File: src/rtl/usb_sample_unpack.sv
// usb_sample_unpack: rebuilds stereo 32-bit frames {L,R} from the FX2 16-bit
// word stream (word order L-low, L-high, R-low, R-high) and buffers them in a
// first-word-fall-through frame FIFO with a registered almost_full throttle.
// Optional feature: define OVF_FLAG_EN to add a sticky ovf output that flags
// any frame dropped because the FIFO was full.
module usb_sample_unpack #(
  parameter int DEPTH_LOG2   = 3,
  parameter int AFULL_THRESH = 6
) (
  input  logic                  ifclk,
  input  logic                  rst,
  input  logic [15:0]           din,
  input  logic                  din_valid_n,
  input  logic                  sync,
  output logic                  almost_full,
  input  logic                  frame_rd,
  output logic [31:0]           frame_l,
  output logic [31:0]           frame_r,
  output logic                  frame_valid,
  output logic [DEPTH_LOG2:0]   level
`ifdef OVF_FLAG_EN
  ,
  output logic                  ovf
`endif
);

  localparam int                  DEPTH     = 1 << DEPTH_LOG2;
  localparam logic [DEPTH_LOG2:0] LVL_FULL  = (DEPTH_LOG2+1)'(DEPTH);
  localparam logic [DEPTH_LOG2:0] LVL_AFULL = (DEPTH_LOG2+1)'(AFULL_THRESH);
  localparam logic [DEPTH_LOG2:0] LVL_ONE   = {{DEPTH_LOG2{1'b0}}, 1'b1};
  localparam logic [DEPTH_LOG2-1:0] PTR_ONE = {{(DEPTH_LOG2-1){1'b0}}, 1'b1};

  logic [1:0]            phase_r;
  logic [47:0]           stage_r;
  logic [DEPTH_LOG2-1:0] wr_ptr_r;
  logic [DEPTH_LOG2-1:0] rd_ptr_r;
  logic [DEPTH_LOG2:0]   level_r;
  logic                  almost_full_r;
  logic [31:0]           mem_l_r [DEPTH];
  logic [31:0]           mem_r_r [DEPTH];

  logic                  accept_s;
  logic [1:0]            eff_phase_s;
  logic [1:0]            phase_nxt_s;
  logic [47:0]           stage_nxt_s;
  logic                  push_s;
  logic                  pop_s;
  logic                  full_s;
  logic                  wr_en_s;
  logic                  drop_s;
  logic [31:0]           push_l_s;
  logic [31:0]           push_r_s;

  // Word assembly: sync restarts the frame, then the accepted word lands in its slot.
  always_comb begin
    accept_s    = ~din_valid_n;
    eff_phase_s = sync ? 2'd0 : phase_r;
    stage_nxt_s = sync ? 48'd0 : stage_r;
    phase_nxt_s = eff_phase_s;
    if (accept_s) begin
      case (eff_phase_s)
        2'd0:    stage_nxt_s[15:0]  = din;
        2'd1:    stage_nxt_s[31:16] = din;
        2'd2:    stage_nxt_s[47:32] = din;
        default: stage_nxt_s        = stage_nxt_s;
      endcase
      phase_nxt_s = eff_phase_s + 2'd1;
    end else begin
      phase_nxt_s = eff_phase_s;
    end
  end

  // FIFO control: a push into a full FIFO only lands when a pop frees a slot.
  always_comb begin
    push_s   = accept_s && (eff_phase_s == 2'd3);
    push_l_s = stage_nxt_s[31:0];
    push_r_s = {din, stage_nxt_s[47:32]};
    pop_s    = frame_rd && (level_r != '0);
    full_s   = (level_r == LVL_FULL);
    wr_en_s  = push_s && (!full_s || pop_s);
    drop_s   = push_s && full_s && !pop_s;
  end

  // Phase, staging, pointers, level and throttle registers.
  always_ff @(posedge ifclk) begin
    if (rst) begin
      phase_r       <= 2'd0;
      stage_r       <= 48'd0;
      wr_ptr_r      <= '0;
      rd_ptr_r      <= '0;
      level_r       <= '0;
      almost_full_r <= 1'b0;
    end else begin
      phase_r       <= phase_nxt_s;
      stage_r       <= stage_nxt_s;
      almost_full_r <= (level_r >= LVL_AFULL);
      if (wr_en_s) begin
        wr_ptr_r <= wr_ptr_r + PTR_ONE;
      end
      if (pop_s) begin
        rd_ptr_r <= rd_ptr_r + PTR_ONE;
      end
      case ({wr_en_s, pop_s})
        2'b10:   level_r <= level_r + LVL_ONE;
        2'b01:   level_r <= level_r - LVL_ONE;
        default: level_r <= level_r;
      endcase
    end
  end

  // Frame storage; contents need no reset because level gates visibility.
  always_ff @(posedge ifclk) begin
    if (wr_en_s && !rst) begin
      mem_l_r[wr_ptr_r] <= push_l_s;
      mem_r_r[wr_ptr_r] <= push_r_s;
    end
  end

`ifdef OVF_FLAG_EN
  logic ovf_r;

  // Sticky overflow flag, cleared only by reset.
  always_ff @(posedge ifclk) begin
    if (rst) begin
      ovf_r <= 1'b0;
    end else if (drop_s) begin
      ovf_r <= 1'b1;
    end
  end

  assign ovf = ovf_r;
`else
  logic unused_drop_s;
  assign unused_drop_s = drop_s;
`endif

  assign frame_l     = mem_l_r[rd_ptr_r];
  assign frame_r     = mem_r_r[rd_ptr_r];
  assign frame_valid = (level_r != '0);
  assign level       = level_r;
  assign almost_full = almost_full_r;

endmodule

File: config.mk
export PLATFORM = sky130hd
export DESIGN_NAME = usb_sample_unpack
export DESIGN_NICKNAME = d
export VERILOG_FILES = /design/src/rtl/usb_sample_unpack.sv
export SDC_FILE = /design/constraint.sdc
export NUM_CORES = 1
export LEC_CHECK = 0
export ABC_AREA = 1
export CAP_MARGIN = 20
export CORE_MARGIN = 2
export CORE_UTILIZATION = 60
export CTS_BUF_LIST = sky130_fd_sc_hd__clkbuf_8
export DETAILED_ROUTE_END_ITERATION = 8
export PLACE_DENSITY = 0.78
export SYNTH_ARGS = -nofsm -noshare
export SYNTH_HDL_FRONTEND = slang
export SYNTH_SLANG_ARGS = --single-unit
File: constraint.sdc
create_clock -name ifclk -period 14 [get_ports ifclk]
set_input_delay 4.2 -clock ifclk [delete_from_list [all_inputs] [get_ports ifclk]]
set_output_delay 4.2 -clock ifclk [all_outputs]
set_load 0.005 [all_outputs]
==> impl_metrics.toml, run 1 <==
[run_status]
outcome = "complete, no violations"

[logic_synthesis]
async_reset_ff_share_pct = 0
seq_area_frac_synth_pct = 74.1
ys_seq_elements = 576
yosysMostFrequentCell = "edfxtp_1"
synth_edf_count = 512
yosysWarnings = 0
synthTopCellsByArea = "edfxtp_1, dfxtp_1, mux2i_1, nand2_1, o22ai_1"
ys_types = 25
synth_cells = 1682
synth_top_area_cell = "edfxtp_1"
synth-main-ff-cell = "edfxtp_1"
avgSynthCellArea_um2 = 13.4
synthesis.nets = 1712
synth_common_cells = "edfxtp_1, nand2_1, nor2_1, o21ai_0"
synth.top_cell.area_share_pct = 68.4
netlist_area_mm2 = 0.0225

[setup_path]
criticalPathCategory = "flip-flop to primary output"
reg2reg_slack_ps = 10620
crit_path_start_kind = "flip-flop"
crit_path_max_incr_delay_ps = 880
cpMaxStageDelayCell = "buf_4"
worst_ep_required_time_ps = 9800
crit_fanout = 74
path_cells = "buf_4 -> buf_4 -> o21ai_0 -> o22ai_1 -> nand2_1 -> nand2_1 -> clkdlybuf4s50_1"
critPathTopFamily = "buffers and inverters"
reg2reg_from = "phase_r[1]"
arrival_ps = 4260
worst_setup_path_end_kind = "primary output"
r2r_cells = 10
crit_cells = 7
r2r-end = "mem_l_r[3][28]"
worst-path-buf-inv = 3

[power]
p_leak_uw = 0.00889
powerDensity_mw_per_mm2 = 164
ir_drop_v = 0.000112
finalPower_uw = 4160

[grt]
grt.busiest_layer = "met2"
grt_max_degree = 97
use_met2_pct = 43.2
grt-ovfl-total = 0
grt_pass1_wl_mm = 77.3
met3_usage_pct = 4.52
grt.met1_usage_pct = 35.2
antenna_found_initial = 0
grt_usage_pct = 26.2
grt_pass1_vias = 14000

[clocking]
cts_tree = "built"
cts.sinks = 576
ctsResizeCount = 0
clkTransAtPathRegs_ps = 60
cts_buffers = 89
htree_levels = 3
cts_hold_buf = 0
cts-root-buf = "clkbuf_8"
postCtsSetupRepairBufs = 0
clock_latency_ps = 620
cts_buffer_depth = 3

[timing]
fin_skew_ps = 28.4
fmax_mhz = 118
finalSetupViolations = 0
relSlewSlack_pct = 24.2
finalSetupTns_ps = 0
hold_viol = 0
drv_slew = 0
rsz0062_at_grt = "false"
fin_crit_ps = 8460
worst_slew_pin_slew_ps = 1140
fin_ws_ps = 5540
period_share_pct = 60.4

[drt]
routed_wl_mm = 50.0
vias = 14000
avgViaCountPerCell = 6.04
dr.first_iter.drc_count = 1178
drt-pass1-iter-count = 5
ant_nets = 0
routedWlPerCell_um = 21.6
drc = 0

[floorplan]
die_x_um = 198
initial_core_util_pct = 61.1
die-area_mm2 = 0.0390
core_mm2 = 0.0368
rows = 70
ios = 91
dieHeight_um = 198

[place]
post-dp-hpwl_mm = 25.5
io_buffers = 90
place_ws_ps = 5630
gp_congestion = 0.762

[min_path]
hp-class = "flip-flop to flip-flop"
hold_start = "rd_ptr_r[2]"
hold_depth = 2

[cells_and_area]
utilization_pct = 68.9
insertedDiodeCount = 0
areaGrowthSynthToFinish_pct = 12.7
drive_gt1_share_pct = 8.10
fin_nets = 1811

[run]
timing.max_cap.violations = 0
==> metal layers <==
metal	part of all wire (%)	routed length, um
met4	3.3	1670
met2	48	24100
met5	0	0
met1	41	20500
met3	7.4	3680
==> flip-flops by register name, summed over array words and instances, names as in the netlist, named ones only <==
name         flops
stage_r         48
mem_r_r        256
phase_r          2
level            4
wr_ptr_r         3
mem_l_r        256
rd_ptr_r         3
almost_full      1
==> how the worst max path moves through the flow <==
stage	start	end	slack (ps)
floorplan	sync	mem_l_r[0][0]	3710
finish	flip-flop	frame_r[11]	5540
global placement	sync	mem_l_r[7][27]	5760
global route	flip-flop	frame_r[11]	5230
detailed placement	sync	mem_l_r[3][28]	5630
CTS	flip-flop	frame_r[11]	5450
==> stage by stage <==
stage          area [um^2]  instances  hold slack [ps]
5_1_grt              25300       2320              499
6_report             25300       2320              480
3_5_place_dp         23700       2158              466
4_1_cts              25300       2320              484
3_3_place_gp         23700       2158              460
2_1_floorplan        22500       1682              433
==> where the power goes <==
part / internal, uW / switching [uW] / total (uW)
registers: 1880 / 55.1 / 1940
logic: 408 / 518 / 927
clock network: 682 / 610 / 1290
==> layout by cell type, fill, tap and decap left out, types with 10 or more instances in the layout <==
cell	instances
clkdlybuf4s50_1	89
dfxtp_1	61
nand3_1	54
nand2_1	311
nor2_1	142
o22ai_1	128
buf_4	19
clkbuf_8	102
o21ai_0	132
mux2i_1	128
a21oi_1	58
edfxtp_1	512
inv_1	63
clkinv_2	10
==> cell families after synthesis <==
logic type	count (synthesis)	synth area share, %
DFF	576	74.1
xor gates and xnor gates	1	0.0390
and+or+nand+nor	517	8.98
buffers and inverters	126	2.66
muxes	128	5.70
AOI/OAI and AO/OA	325	7.96
adders and majority gates	9	0.535
==> worst register-to-register path, delay by kind of cell, from the launching register on <==
family                   cells  cell delay (ps)
adder cells (fa/ha/maj)      1              150
buffers and inverters        4             1070
flip-flops                   1              310
AND/OR/NAND/NOR              5             1390
==> layout make-up <==
cell class | count | area [um^2]
sequential | 576 | 16700
fill | 2508 | 11500
multi-input combinational | 980 | 5270
clock buffer | 102 | 1400
timing repair buffer | 109 | 1040
tap | 468 | 586
clock inverter | 60 | 275
inverter | 25 | 98.8
Note: power is estimated with default switching activity, not from simulation.
==> inputs of run 2 (changes only) <==
CORE_UTILIZATION = 57   (was 60)
PLACE_DENSITY = 0.77   (was 0.78)
clock period = 6.85 ns   (was 14 ns; I/O delays follow)
==> run 2 against run 1 <==
Net effect: cell count up 2.1%; global-route usage down 2.0 points; critical path type unchanged; routed wire length about the same; combinational power up 110%; die area up 5.2%; sequential share of layout area down 0.34 points; non-clock buffer count up 3; final area up 0.52%.
==> impl_metrics.toml, run 2 (synthesis results as in run 1) <==
[run_status]
outcome = "complete, no violations"

[setup_path]
reg2reg_slack_ps = 3760
worst_ep_required_time_ps = 4800
criticalPathCategory = "flip-flop to primary output"
reg2reg_from = "phase_r[1]"
r2r-end = "mem_l_r[5][22]"
crit_path_start_kind = "flip-flop"
crit_fanout = 168
arrival_ps = 3500
r2r_cells = 10
cp-endpoint = "frame_l[21]"
worst_setup_path_end_kind = "primary output"

[clocking]
cts.sinks = 576
htree_levels = 3
cts_hold_buf = 0
cts_buffer_depth = 3
clkTransAtPathRegs_ps = 60
postCtsSetupRepairBufs = 0
cts_tree = "built"
clock_latency_ps = 630
cts_buffers = 87
ctsResizeCount = 0
cts-root-buf = "clkbuf_8"

[power]
ir_drop_v = 0.000307
finalPower_uw = 8530
powerDensity_mw_per_mm2 = 335
p_leak_uw = 0.00891

[drt]
routed_wl_mm = 50.0
drc = 0
ant_nets = 0
drt-pass1-iter-count = 5
avgViaCountPerCell = 5.91
vias = 14000
dr.first_iter.drc_count = 1467
routedWlPerCell_um = 21.1

[grt]
use_met2_pct = 40.6
grt_max_degree = 169
grt_pass1_wl_mm = 76.5
grt_pass1_vias = 14000
grt.busiest_layer = "met2"
met3_usage_pct = 5.04
grt_usage_pct = 24.3
antenna_found_initial = 0
grt-ovfl-total = 0
grt.met1_usage_pct = 31.6

[cells_and_area]
fin_nets = 1812
layout_common_cells = "edfxtp_1, nand2_1, nor2_1, o21ai_0"
top_regs = "mem_l_r (256), mem_r_r (256), stage_r (48)"
drive_gt1_share_pct = 7.89
insertedDiodeCount = 0
layout.cells.non_filler = 2368
areaGrowthSynthToFinish_pct = 13.3
final_common_cell = "edfxtp_1"

[timing]
timing.hold.ws_ps = 451
relSlewSlack_pct = 29.2
finalSetupViolations = 0
period_share_pct = 81.2
fmax_mhz = 180
fin_skew_ps = 24.9
rsz0062_at_grt = "false"
drv_slew = 0
fin_crit_ps = 5560
worst_slew_pin_slew_ps = 1060
hold_viol = 0

[floorplan]
ios = 91
initial_core_util_pct = 58.0
die_x_um = 203
die-area_mm2 = 0.0410
dieHeight_um = 203
core_mm2 = 0.0387
rows = 72

[place]
post-dp-hpwl_mm = 26.7
dp.cells = 2211
gp_congestion = 0.785
io_buffers = 90

[run]
timing.max_cap.violations = 0

[min_path]
hp-class = "flip-flop to flip-flop"
==> run 2: cell count changes in the layout (fill, tap and decap cells not counted), sizes merged <==
cell,previous run,this run
clkinvlp,3,1
clkinv,15,11
buf,20,23
bufinv,1,2
==> run 2: critical path, cell delays in order (launching register included) <==
cell and delay [ps]:
dfxtp_4 710, buf_12 680, o21ai_0 230, o22ai_1 210, nand2_1 70, nand2_1 160
clkdlybuf4s50_1 520
==> run 2: worst min path at each step <==
stage / from / to / slack [ps] / depth (start not counted)
2_1_floorplan: rd_ptr_r[2] / flip-flop / 430 / 2
3_3_place_gp: rd_ptr_r[2] / flip-flop / 440 / 2
3_5_place_dp: rd_ptr_r[2] / flip-flop / 450 / 2
4_1_cts: rd_ptr_r[2] / flip-flop / 460 / 2
5_1_grt: rd_ptr_r[2] / flip-flop / 480 / 2
6_report: rd_ptr_r[2] / flip-flop / 450 / 2
==> run 2: cell type report <==
class | count | area, um^2
clock buffer | 102 | 1400
clock inverter | 55 | 272
fill | 2748 | 13300
inverter | 25 | 98.8
multi-input combinational | 980 | 5270
sequential | 576 | 16700
tap | 518 | 648
timing repair buffer | 112 | 1110
==> run 2: through the flow <==
stage,TNS (ps),util (%),worst slack [ps],area (um^2)
global placement,0,61.4,1530,23800
floorplan,-330690,-,-1290,22500
global route,0,65.7,1150,25500
detailed placement,0,61.4,1480,23800
CTS,0,65.7,1310,25500
finish,0,65.7,1290,25500
==> run 2: power by group <==
group / total (uW) / switching (uW) / internal [uW]
logic: 1910 / 1060 / 845
clock network: 2670 / 1240 / 1420
registers: 3960 / 114 / 3840
total: 8530 / 2420 / 6110
==> run 2: layer usage <==
layer,up-vias,routed length (um)
li1,6403,-
met5,-,0
met4,0,1410
met3,111,4060
met1,6860,20200
met2,617,24400
==> inputs of run 3 (changes only) <==
CORE_UTILIZATION = 60   (was 57)
PLACE_DENSITY = 0.78   (was 0.77)
clock period = 5.3 ns   (was 6.85 ns; I/O delays follow)
==> run 3 against run 2 <==
Net effect: total power rose by 30%; clock power up 30%; non-clock buffer count up 11; cell count down 1.4%; global-route usage rose by 2.0 points; setup slack worse by 980 ps; critical path depth is the same; core utilization rose by 3.8 points; critical path type unchanged.
==> impl_metrics.toml, run 3 (synthesis results as in run 1) <==
[floorplan]
rows = 70
dieHeight_um = 198
ios = 91
die_x_um = 198
core_mm2 = 0.0368
die-area_mm2 = 0.0390
initial_core_util_pct = 61.1

[setup_path]
path_cells = "buf_12 -> o21ai_0 -> o22ai_1 -> nand2_1 -> nand2_1 -> clkdlybuf4s50_1"
worst_ep_required_time_ps = 3710
criticalPathCategory = "flip-flop to primary output"
r2r-end = "mem_l_r[4][28]"
worst-path-buf-inv = 2
worst_setup_path_end_kind = "primary output"
r2r_cells = 10
crit_path_start_kind = "flip-flop"
critPathTopFamily = "buffers and inverters"
reg2reg_slack_ps = 2650
arrival_ps = 3400
reg2reg_from = "phase_r[1]"
cpMaxStageDelayCell = "dfxtp_4"
crit_fanout = 111
critPathMostFrequentCell = "nand2_1"
crit_path_max_incr_delay_ps = 920

[timing]
worst_slew_pin_slew_ps = 992
hold_viol = 0
period_share_pct = 94.1
fin_crit_ps = 4990
finalSetupViolations = 0
timing.hold.ws_ps = 471
relSlewSlack_pct = 33.9
rsz0062_at_grt = "false"
fin_skew_ps = 22.4
fmax_mhz = 200
finalSetupTns_ps = 0
drv_slew = 0

[drt]
dr.first_iter.drc_count = 1301
avgViaCountPerCell = 6.01
vias = 14000
routedWlPerCell_um = 21.4
drt-pass1-iter-count = 5
drc = 0
ant_nets = 0
routed_wl_mm = 49.9

[cells_and_area]
utilization_pct = 69.6
seq_area_mm2 = 0.0167
areaGrowthSynthToFinish_pct = 13.9
multi_input_area_mm2 = 0.00529
n_fill_cell = 2486
insertedDiodeCount = 0
layout_common_cells = "edfxtp_1, nand2_1, nor2_1, o21ai_0"
fin_nets = 1823
drive_gt1_share_pct = 8.35
final_common_cell = "edfxtp_1"
top_regs = "mem_l_r (256), mem_r_r (256), stage_r (48)"

[clocking]
postCtsSetupRepairBufs = 0
cts_buffers = 87
cts_hold_buf = 0
cts_buffer_depth = 3
cts_tree = "built"
ctsResizeCount = 0
cts.sinks = 576
htree_levels = 3
clkTransAtPathRegs_ps = 60
clock_latency_ps = 650
cts-root-buf = "clkbuf_8"

[run]
timing.max_cap.violations = 0

[power]
p_leak_uw = 0.00901
powerDensity_mw_per_mm2 = 432
ir_drop_v = 0.000335

[place]
gp_congestion = 0.785
post-dp-hpwl_mm = 26.7
io_buffers = 90

[grt]
antenna_found_initial = 0
grt_pass1_vias = 14200
grt-ovfl-total = 0
grt_pass1_wl_mm = 77.6
grt_max_degree = 129
grt_usage_pct = 26.3

[run_status]
outcome = "complete, no violations"

[min_path]
hold_depth = 2
hold_start = "rd_ptr_r[2]"
hp-class = "flip-flop to flip-flop"
[run 3: cell types whose count changed in the layout (fill, tap and decap cells not counted), moves of 2 or more]
cell	previous run	this run
buf_4	18	24
inv_1	62	68
buf_12	4	8
nor3_2	4	0
nor3_4	0	4
clkbuf_8	102	99
inv_6	2	5
clkinv_1	8	10
[run 3: layout make-up]
class	instances	area share (%)
Clock buffer	99	5.32
Sequential cell	576	65.1
Multi-Input combinational cell	980	20.7
Inverter	25	0.386
Tap cell	468	2.29
Clock inverter	65	1.28
Timing Repair Buffer	123	4.94
[run 3: through the flow]
stage / setup WS, ps / total power [uW] / std cells / area (um^2)
final: 311 / 11100 / 2336 / 25600
after global routing: 78.0 / 11600 / 2336 / 25600
after CTS: 263 / 11100 / 2335 / 25600
after detailed placement: 538 / 7680 / 2171 / 23900
after global placement: 640 / 7610 / 2171 / 23900
after floorplan: -676 / 6710 / 1682 / 22500
[run 3: layer usage]
layer | share of wire (%) | vias up | global-route usage, %
met4 | 3.2 | 0 | 10.5
met3 | 8.2 | 117 | 5.79
met5 | 0 | - | 0
li1 | - | 6427 | -
met2 | 48 | 596 | 43.0
met1 | 41 | 6895 | 34.7
[run 3: where the power goes]
part / switching [uW] / internal, uW / leakage [uW]
registers: 154 / 4970 / 0.00519
logic: 1350 / 1120 / 0.00279
clock network: 1650 / 1810 / 0.00103
[run 3: worst max path at each step]
stage               from        endpoint  slack [ps]  cells past startpoint
5_1_grt        flip-flop     frame_r[21]          80                      6
2_1_floorplan       sync   mem_l_r[1][0]        -680                     11
6_report       flip-flop     frame_r[30]         310                      6
4_1_cts        flip-flop      frame_r[5]         260                      6
3_3_place_gp        sync  mem_l_r[4][26]         640                     12
3_5_place_dp        sync  mem_l_r[4][28]         540                     12
[run 3: tightest hold or removal path: stages (launching register included)]
cell	delay [ps]
dfxtp_1	320
inv_1	50
a21oi_1	60
